==> src/rtl/tone_period_meter.sv <==
// Half-period meter for an asynchronous square wave: glitch filter, loss-of-tone timeout, lock flag.
// Optional 4-sample averaging of period_out is enabled by defining TONE_METER_AVG_EN.
module tone_period_meter #(
    parameter int unsigned WIDTH      = 24,
    parameter int unsigned MIN_PERIOD = 4,
    parameter int unsigned TIMEOUT    = 16777215
) (
    input  logic             clk,
    input  logic             rst_n,
    input  logic             square_wave_in,
    output logic [WIDTH-1:0] period_out,
    output logic             period_valid,
    output logic             tone_present,
    output logic             locked
);

    localparam int unsigned CW = WIDTH + 1;
    localparam int unsigned SW = WIDTH + 2;

    typedef enum logic [1:0] {
        ST_IDLE  = 2'd0,
        ST_ARMED = 2'd1,
        ST_TRACK = 2'd2,
        ST_LOST  = 2'd3
    } state_e;

    state_e           state_q;
    logic             s1_q, s2_q, s3_q;
    logic [WIDTH-1:0] cnt_q;
    logic [WIDTH-1:0] prev_q;
    logic [WIDTH-1:0] period_q;
    logic             valid_q;
    logic             present_q;
    logic             locked_q;

    logic             edge_c;
    logic             accept_c;
    logic             timeout_c;
    logic             emit_c;
    logic             track_exit_c;
    logic             close_c;
    logic [CW-1:0]    cnt_inc_c;
    logic [WIDTH-1:0] sample_c;
    logic [WIDTH-1:0] diff_c;

    // Sample is cycles since the last accepted edge; held at all-ones once the counter saturates.
    assign cnt_inc_c    = CW'(cnt_q) + CW'(1);
    assign sample_c     = (&cnt_q) ? cnt_q : cnt_inc_c[WIDTH-1:0];
    assign edge_c       = s2_q ^ s3_q;
    assign accept_c     = edge_c && ((state_q == ST_IDLE) || (state_q == ST_LOST) ||
                                     (cnt_inc_c >= CW'(MIN_PERIOD)));
    assign timeout_c    = (cnt_inc_c == CW'(TIMEOUT));
    assign emit_c       = accept_c && ((state_q == ST_ARMED) || (state_q == ST_TRACK));
    assign track_exit_c = (state_q == ST_TRACK) && !accept_c && timeout_c;
    assign diff_c       = (sample_c >= prev_q) ? (sample_c - prev_q) : (prev_q - sample_c);
    assign close_c      = (diff_c <= WIDTH'(1));

    // Synchronizer, edge history and interval counter.
    always_ff @(posedge clk or negedge rst_n) begin
        if (!rst_n) begin
            s1_q  <= 1'b0;
            s2_q  <= 1'b0;
            s3_q  <= 1'b0;
            cnt_q <= '0;
        end else begin
            s1_q <= square_wave_in;
            s2_q <= s1_q;
            s3_q <= s2_q;
            if (accept_c) begin
                cnt_q <= '0;
            end else if (!(&cnt_q)) begin
                cnt_q <= cnt_q + WIDTH'(1);
            end
        end
    end

    // Tracking state machine with registered presence and lock flags.
    always_ff @(posedge clk or negedge rst_n) begin
        if (!rst_n) begin
            state_q   <= ST_IDLE;
            present_q <= 1'b0;
            locked_q  <= 1'b0;
            prev_q    <= '0;
        end else begin
            case (state_q)
                ST_IDLE, ST_LOST: begin
                    if (accept_c) begin
                        state_q <= ST_ARMED;
                    end
                end
                ST_ARMED: begin
                    if (accept_c) begin
                        state_q   <= ST_TRACK;
                        present_q <= 1'b1;
                        prev_q    <= sample_c;
                        locked_q  <= 1'b0;
                    end else if (timeout_c) begin
                        state_q <= ST_LOST;
                    end
                end
                ST_TRACK: begin
                    if (accept_c) begin
                        prev_q   <= sample_c;
                        locked_q <= close_c;
                    end else if (timeout_c) begin
                        state_q   <= ST_LOST;
                        present_q <= 1'b0;
                        locked_q  <= 1'b0;
                        prev_q    <= '0;
                    end
                end
                default: begin
                    state_q <= ST_IDLE;
                end
            endcase
        end
    end

`ifdef TONE_METER_AVG_EN
    logic [WIDTH-1:0] h0_q, h1_q, h2_q;
    logic [1:0]       hcnt_q;
    logic [SW-1:0]    sum_c;
    logic             avg_ready_c;

    assign sum_c       = SW'(sample_c) + SW'(h0_q) + SW'(h1_q) + SW'(h2_q);
    assign avg_ready_c = emit_c && (hcnt_q == 2'd3);

    // Last three raw samples since entering TRACK; hcnt saturates once three are held.
    always_ff @(posedge clk or negedge rst_n) begin
        if (!rst_n) begin
            h0_q   <= '0;
            h1_q   <= '0;
            h2_q   <= '0;
            hcnt_q <= 2'd0;
        end else if (track_exit_c) begin
            h0_q   <= '0;
            h1_q   <= '0;
            h2_q   <= '0;
            hcnt_q <= 2'd0;
        end else if (emit_c) begin
            h0_q <= sample_c;
            h1_q <= h0_q;
            h2_q <= h1_q;
            if (hcnt_q != 2'd3) begin
                hcnt_q <= hcnt_q + 2'd1;
            end
        end
    end

    always_ff @(posedge clk or negedge rst_n) begin
        if (!rst_n) begin
            period_q <= '0;
            valid_q  <= 1'b0;
        end else begin
            valid_q <= avg_ready_c;
            if (avg_ready_c) begin
                period_q <= sum_c[WIDTH+1:2];
            end
        end
    end
`else
    always_ff @(posedge clk or negedge rst_n) begin
        if (!rst_n) begin
            period_q <= '0;
            valid_q  <= 1'b0;
        end else begin
            valid_q <= emit_c;
            if (emit_c) begin
                period_q <= sample_c;
            end
        end
    end
`endif

    assign period_out   = period_q;
    assign period_valid = valid_q;
    assign tone_present = present_q;
    assign locked       = locked_q;

endmodule

==> config.mk <==
export PLATFORM = sky130hd
export DESIGN_NAME = tone_period_meter
export DESIGN_NICKNAME = d
export VERILOG_FILES = /design/src/rtl/tone_period_meter.sv
export SDC_FILE = /design/constraint.sdc
export NUM_CORES = 1
export LEC_CHECK = 0
export BUFFER_PORTS_ARGS = -buffer_cell sky130_fd_sc_hd__buf_2
export CORE_MARGIN = 2
export CORE_UTILIZATION = 47
export CTS_BUF_LIST = sky130_fd_sc_hd__clkbuf_8
export DETAILED_ROUTE_END_ITERATION = 16
export PLACE_DENSITY = 0.76
export SLEW_MARGIN = 20
export SYNTH_ARGS = -nofsm -noshare
export SYNTH_HDL_FRONTEND = slang
export SYNTH_SLANG_ARGS = --single-unit
==> constraint.sdc <==
create_clock -name clk -period 6.5 [get_ports clk]
set_input_delay 0.325 -clock clk [delete_from_list [all_inputs] [get_ports clk]]
set_output_delay 0.325 -clock clk [all_outputs]
set_load 0.01 [all_outputs]
### Word level (Yosys, flattened, before mapping)

Cells that the tools add are included.

| cells by class | value |
|---|---|
| $add $sub $neg | 4 |
| eq/ne operators | 10 |
| multiplexer cells | 20 |
| magnitude comparators | 3 |
| reduce and logical (&&, ||, !) cells | 12 |
| bitwise gates (word level) | 1 |

Operators by type and width:

| cell | number |
|---|---|
| $mux 24 | 7 |
| $pmux 24 s2 | 1 |
| $sub 24x24->24 | 2 |
| $add 24x1->25 const B | 1 |
| $eq 25x24->1 const B | 1 |
| $ge 25x3->1 const B | 1 |
| $add 24x1->24 const B | 1 |
| $ge 24x24->1 | 1 |
| $le 24x1->1 const B | 1 |
| $reduce_and 24->1 | 1 |
| $ne 2x2->1 const B | 5 |
| $mux 2 | 4 |
| $pmux 2 s3 | 1 |
| $mux 1 | 5 |
| $eq 2x2->1 const B | 2 |
| $pmux 1 s2 | 2 |
| $reduce_and 4->1 | 1 |
| $logic_or 1x1->1 | 3 |
| $ne 3x3->1 const B | 1 |
| $reduce_and 3->1 | 1 |
| $eq 2x1->1 const B | 1 |
| $logic_and 1x1->1 | 2 |
| $logic_not 2->1 | 1 |
| $reduce_and 2->1 | 1 |
| other kinds (3) | 3 |

| storage, ports and cells | value |
|---|---|
| input port bits | 3 |
| word-level logic and storage cells | 60 |
| output and inout bits | 27 |
| register bits after elaboration | 80 |

### Depth between registers and ports, before layout

| logic depth | value |
|---|---|
| word-level depth | 7 |
| gate-level depth with buffers | 21 |
| mapped depth without buffers | 18 |

### Least setup slack after synthesis

No wires, ideal clock.

| path | value |
|---|---|
| path kind | reg2reg |
| from | reg cnt_q[1] |
| to | reg locked_q (netlist: locked) |
| setup time | 0.066 ns |
| data arrival time | 5.222 ns |
| clock period less this slack | 5.288 ns |
| setup slack | 1.212 ns |
| stages on the path, launching flop included | 21 |
| data required time | 6.434 ns |
| path buffers | 4 |
| path through | dfrtp_1 > ha_1 > nand3_1 > nor4_1 > and3_1 > clkbuf_1 > clkbuf_1 > nor2_1 > inv_1 > ha_1 > clkbuf_1 > o22a_1 > o2111a_2 > o31a_1 > buf_2 > a2111oi_0 > a21oi_1 > xnor2_1 > or4b_1 > nor4_1 > a22o_1 |

| on the way | value |
|---|---|
| longest elaborated chain between the ends | 7 |
| elaborated cells between the ends (all ways) | 17 |
| those cells by class | add/sub: 3; order compare: 3; eq/ne: 3; mux: 4; reduce/logical: 4 |

RTL lines:

| item | line | source |
|---|---|---|
| start: declaration | 29 | `logic [WIDTH-1:0] cnt_q;` |
| start signal: assignment | 72 | `cnt_q <= cnt_q + WIDTH'(1);` |
| $add 24x1->25 / $reduce_and 24->1 (equally long branches) | 47, 48 |  |
| $mux 24 | 48 | `assign sample_c = (&cnt_q) ? cnt_q : cnt_inc_c[WIDTH-1:0];` |
| $sub 24x24->24 / $ge 24x24->1 (equally long branches) | 55 | `assign diff_c = (sample_c >= prev_q) ? (sample_c - prev_q) : (prev_q - sample_c);` |
| $mux 24 | 55 |  |
| $le 24x1->1 | 56 | `assign close_c = (diff_c <= WIDTH'(1));` |
| $mux 1 | 102 | `if (accept_c) begin` |
| $pmux 1 s2 | 85 | `case (state_q)` |
| end signal: assignment | 104 | `locked_q <= close_c;` |
| end: declaration | 34 | `logic locked_q;` |

Several ways; a longest one is shown, not always the timed one.
A chain may end at the register's enable or synchronous reset.

### Final worst setup path

| path | value |
|---|---|
| from | reg cnt_q[1] |
| to | reg locked_q (netlist: locked) |

| on the way | value |
|---|---|
| longest elaborated chain between the ends | 7 |
| elaborated cells between the ends (all ways) | 17 |
| those cells by class | add/sub: 3; order compare: 3; eq/ne: 3; mux: 4; reduce/logical: 4 |

RTL lines:

| item | line | source |
|---|---|---|
| $add 24x1->25 / $reduce_and 24->1 (equally long branches) | 47, 48 |  |
| $mux 24 * | 48 |  |
| named net sample_c[18] | 43 | `logic [WIDTH-1:0] sample_c;` |
| $sub 24x24->24 / $ge 24x24->1 (equally long branches) | 55 |  |
| $mux 24 * | 55 |  |
| $le 24x1->1 * | 56 |  |
| $mux 1 * | 102 |  |
| $pmux 1 s2 * | 85 |  |

Mark *: on every way through the listed nets, which the timed path passes. The rest lies on a longest branch.

==> report_table.html <==
<table>
<tr><th>Metric</th><th>Value</th></tr>
<tr><th colspan="2">Layout</th></tr>
<tr><td>Layout Cell Area excl Fill</td><td>7140 um^2</td></tr>
<tr><td>Area Overhead vs Synth</td><td>5.53%</td></tr>
<tr><td>Fin nets</td><td>919</td></tr>
<tr><td>Final non-filler cell total</td><td>between 1k and 1.5k</td></tr>
<tr><td>Fraction of layout cells with a size suffix above 1</td><td>8.21%</td></tr>
<tr><td>Antenna diode count</td><td>0</td></tr>
<tr><th colspan="2">Drt</th></tr>
<tr><td>Number of DRC markers after the initial detailed-route iteration</td><td>539</td></tr>
<tr><td>Routed via count divided by cell count</td><td>6.07</td></tr>
<tr><td>Drt drc</td><td>0</td></tr>
<tr><td>First-pass iteration count of the detailed router</td><td>5</td></tr>
<tr><td>Routed Wire Length</td><td>between 15000 and 20000 um</td></tr>
<tr><td>Vias</td><td>6341</td></tr>
<tr><td>Routed wire per std cell</td><td>17.6 um</td></tr>
<tr><td>Post-route ant nets</td><td>0</td></tr>
<tr><th colspan="2">Run status</th></tr>
<tr><td>Violations in the final reports</td><td>negative hold slack</td></tr>
<tr><td>Outcome</td><td>finished, violations left</td></tr>
<tr><th colspan="2">Timing</th></tr>
<tr><td>Crit share post-route</td><td>about 91%</td></tr>
<tr><td>Final hold viol count</td><td>1</td></tr>
<tr><td>Post-route setup TNS</td><td>0 ns</td></tr>
<tr><td>Hold WS</td><td>-0.000732 ns</td></tr>
<tr><td>Pin slew with the least headroom to its limit</td><td>0.923 ns</td></tr>
<tr><td>Highest attainable clock frequency</td><td>169 MHz</td></tr>
<tr><td>Final period demand of the worst path</td><td>roughly 5.9 ns</td></tr>
<tr><td>Max-slew violation total from the final report</td><td>0</td></tr>
<tr><td>Setup repair after global routing missed its margin</td><td>no</td></tr>
<tr><td>Worst slew margin relative to its limit</td><td>about 38%</td></tr>
<tr><td>Clock Skews</td><td>0.0125 ns</td></tr>
<tr><td>Finish-stage setup viols</td><td>0</td></tr>
<tr><th colspan="2">Logic synthesis</th></tr>
<tr><td>Yosys cell types</td><td>77</td></tr>
<tr><td>Area of the mapped netlist</td><td>6770 um^2</td></tr>
<tr><td>Number of flops mapped to enable cells by yosys</td><td>0</td></tr>
<tr><td>Yosys reg bits</td><td>80</td></tr>
<tr><td>Synth area leader</td><td>dfrtp_1</td></tr>
<tr><td>Part of the Yosys area used for sequential elements</td><td>29.6%</td></tr>
<tr><td>Yosys warnings</td><td>0</td></tr>
<tr><td>Post-synthesis area per instance</td><td>7.83 um^2</td></tr>
<tr><td>FFs w/ async S/R, synth</td><td>100%</td></tr>
<tr><td>Top-area cell type share of the netlist area</td><td>29.6%</td></tr>
<tr><td>Number of instances in the synthesized netlist</td><td>864</td></tr>
<tr><td>Ys flop type</td><td>dfrtp_1</td></tr>
<tr><td>Biggest area contributors in the synthesized netlist</td><td>dfrtp_1, ha_1, o21ai_0</td></tr>
<tr><td>Net count after synthesis</td><td>921</td></tr>
<tr><th colspan="2">Placement</th></tr>
<tr><td>PortBufs</td><td>29</td></tr>
<tr><td>Post-detailed-placement half-perimeter wirelength</td><td>14000 um</td></tr>
<tr><td>Placer Congestion</td><td>0.979</td></tr>
<tr><td>Inst Count DP</td><td>roughly 1.0k</td></tr>
<tr><td>Post-place instance area</td><td>6980 um^2</td></tr>
<tr><th colspan="2">Clock network</th></tr>
<tr><td>CTS root buffer</td><td>clkbuf_8</td></tr>
<tr><td>Number of buffers added to fix hold violations after cts</td><td>0</td></tr>
<tr><td>Source-to-sink clock delay at the later pin of the worst-skew pair</td><td>0.36 ns</td></tr>
<tr><td>Clock transition at the registers of the reported paths</td><td>~0.08 ns</td></tr>
<tr><td>Number of sinks driven by the clock tree</td><td>80</td></tr>
<tr><td>TritonCTS clock tree</td><td>done</td></tr>
<tr><td>Buffers from clock root to sink, at most</td><td>2</td></tr>
<tr><td>Clock buffers created by TritonCTS</td><td>9</td></tr>
<tr><td>H-tree depth</td><td>3</td></tr>
<tr><td>Number of setup buffers added after CTS</td><td>0</td></tr>
<tr><td>Number of instances resized during post-cts repair</td><td>0</td></tr>
<tr><th colspan="2">Power and ir drop</th></tr>
<tr><td>Switching power</td><td>1.56 mW</td></tr>
<tr><td>Combinational group share of total power</td><td>a little under three quarters</td></tr>
<tr><td>Power per standard cell area</td><td>approximately 450 nW/um^2</td></tr>
<tr><td>Leakage power</td><td>3.49 nW</td></tr>
<tr><td>Proportion of total power due to net switching</td><td>between 40 and 50%</td></tr>
<tr><td>Portion of total power attributed to sequential cells</td><td>18.1%</td></tr>
<tr><td>Worst vdd rail ir drop</td><td>~0.25 mV</td></tr>
<tr><td>Cell internal pwr</td><td>approximately 1.6 mW</td></tr>
<tr><td>Clock power frac</td><td>9.9%</td></tr>
<tr><th colspan="2">Min path</th></tr>
<tr><td>Hold Path Class</td><td>input port to asynchronous set/reset pin</td></tr>
<tr><th colspan="2">Worst setup path</th></tr>
<tr><td>Cells on worst reg2reg path</td><td>16</td></tr>
<tr><td>Highest net fanout along the worst path</td><td>13</td></tr>
<tr><td>Crit Path Category</td><td>flop to flop</td></tr>
<tr><td>Sort of element at the start of the critical path</td><td>flop</td></tr>
<tr><td>Worst EP arrival</td><td>6.22 ns</td></tr>
<tr><td>Kind of end point of the critical path</td><td>flop</td></tr>
<tr><td>Endpoint required time on the critical path</td><td>a little under 7 ns</td></tr>
<tr><th colspan="2">Floorplanning</th></tr>
<tr><td>Horizontal die dimension</td><td>~120 um</td></tr>
<tr><td>Overall die height</td><td>roughly 120 um</td></tr>
<tr><td>Ports</td><td>30</td></tr>
<tr><td>Area enclosed by the die boundary</td><td>between 15000 and 20000 um^2</td></tr>
<tr><td>Starting utilization of the core area</td><td>around half</td></tr>
<tr><td>Core outline area</td><td>14000 um^2</td></tr>
<tr><td>Placement Rows</td><td>43</td></tr>
<tr><th colspan="2">Global routing</th></tr>
<tr><td>Overall overflow remaining after global route</td><td>0</td></tr>
<tr><td>Global-route wire length before repair</td><td>30000 um</td></tr>
<tr><td>Tot GR Track Use</td><td>about a quarter</td></tr>
<tr><td>Initial antenna violation count</td><td>0</td></tr>
<tr><td>Pin count of the biggest net entering global routing</td><td>a little over 80</td></tr>
<tr><td>Via count of the first global-routing pass</td><td>~5.8k</td></tr>
<tr><th colspan="2">Run</th></tr>
<tr><td>Max-capacitance violation count</td><td>0</td></tr>
</table>
kinds of logic after synthesis:
logic type / synth area share [%]
compound gates: 23.4
xor+xnor: 4.27
fa+ha+maj: 10.2
buf+inv: 7.25
flops: 29.6
mux: 1.40
simple gates: 23.9
metal layers:
metal	wire (um)	global-route usage, %
met2	8520	39.2
met3	1200	3.43
met5	0	0
met1	8150	35.1
met4	514	8.85
placed cells by master (no fill, tap or decap), types with 6 or more instances in the layout:
master,count
nor2b_1,8
nor2_1,82
nand2_1,88
nor3_1,16
o211ai_1,13
clkbuf_8,10
nand3_1,23
o21a_1,10
a21o_1,13
and2_1,14
inv_1,66
nand3b_1,6
a211oi_1,6
or3_1,7
dfrtp_1,80
buf_2,28
xor2_1,16
nand4_1,20
buf_4,9
ha_1,52
and4_1,7
nor4_1,12
a21oi_1,60
and3_1,9
xnor2_1,17
o21ai_0,90
critical path: stages, from the launching register on:
cell	delay (ns)
dfrtp_1	0.45
ha_1	0.27
nand3_1	0.28
or4_1	0.65
o21a_1	0.24
nor3_1	0.49
inv_1	0.11
ha_1	0.43
nand2_1	0.21
o21ai_1	0.19
a211oi_2	0.59
nand2_1	0.56
mux2i_1	0.32
xor2_1	0.16
or4b_1	0.45
nor4_1	0.30
a22o_1	0.17
power by group through the flow:
stage	combinational [mW]	clock, mW	sequential [mW]
finish	2.30	0.318	0.579
global route	2.48	0.348	0.588
CTS	2.24	0.326	0.579
detailed placement	2.23	0	0.589
global placement	2.25	0	0.585
floorplan	1.69	0	0.582
final timing paths:
path | end | startpoint | slack, ns
max in group asynchronous | period_out[11] | rst_n | 6.01
worst max-delay path | locked | cnt_q[1] | 0.58
worst min register to register | s2_q | s1_q | 0.36
worst min-delay path | state_q[0] | rst_n | -0.0007
worst max register to register | locked | cnt_q[1] | 0.58
min in group clk | s1_q | square_wave_in | 0.08
registers in the layout, summed over array words and instances (netlist names):
register,count
s1_q,1
locked,1
period_out,24
period_valid,1
tone_present,1
cnt_q,24
s3_q,1
s2_q,1
state_q,2
prev_q,24
cell type report:
cell class | instances | area [um^2]
Multi-Input combinational cell | 667 | 4290
Clock inverter | 4 | 22.5
Timing Repair Buffer | 38 | 219
Tap cell | 180 | 225
Clock buffer | 10 | 138
Sequential cell | 80 | 2000
Inverter | 66 | 248
Fill cell | 1373 | 6850
stage by stage:
| stage | hold slack, ns | utilization [%] | worst slack, ns | total power [mW] |
|---|---|---|---|---|
| finish | -0.000732 | 51.1 | 0.583 | 3.19 |
| detailed placement | 0.342 | 49.9 | 0.638 | 2.82 |
| CTS | 0.0706 | 51.0 | 0.595 | 3.14 |
| global route | 0.0535 | 51.1 | 0.185 | 3.42 |
| global placement | 0.351 | 49.8 | 0.821 | 2.83 |
| floorplan | 0.0294 | - | 1.21 | 2.27 |
cells in the mapped netlist (all sizes together), types with 6 or more instances:
library cell and instances:
dfrtp 80, buf 25, nor2 82, o21a 10, nand2 89, and4 7
a21o 13, xor2 16, or3 7, ha 52, nand3b 6, clkbuf 26
nand4 21, inv 66, xnor2 17, nor2b 8, nor4 12, nand3 23
a21oi 60, o211ai 13, a211oi 7, o21ai 92, nor3 16, and3 10
and2 15
Power figures use the tool's default switching activity.
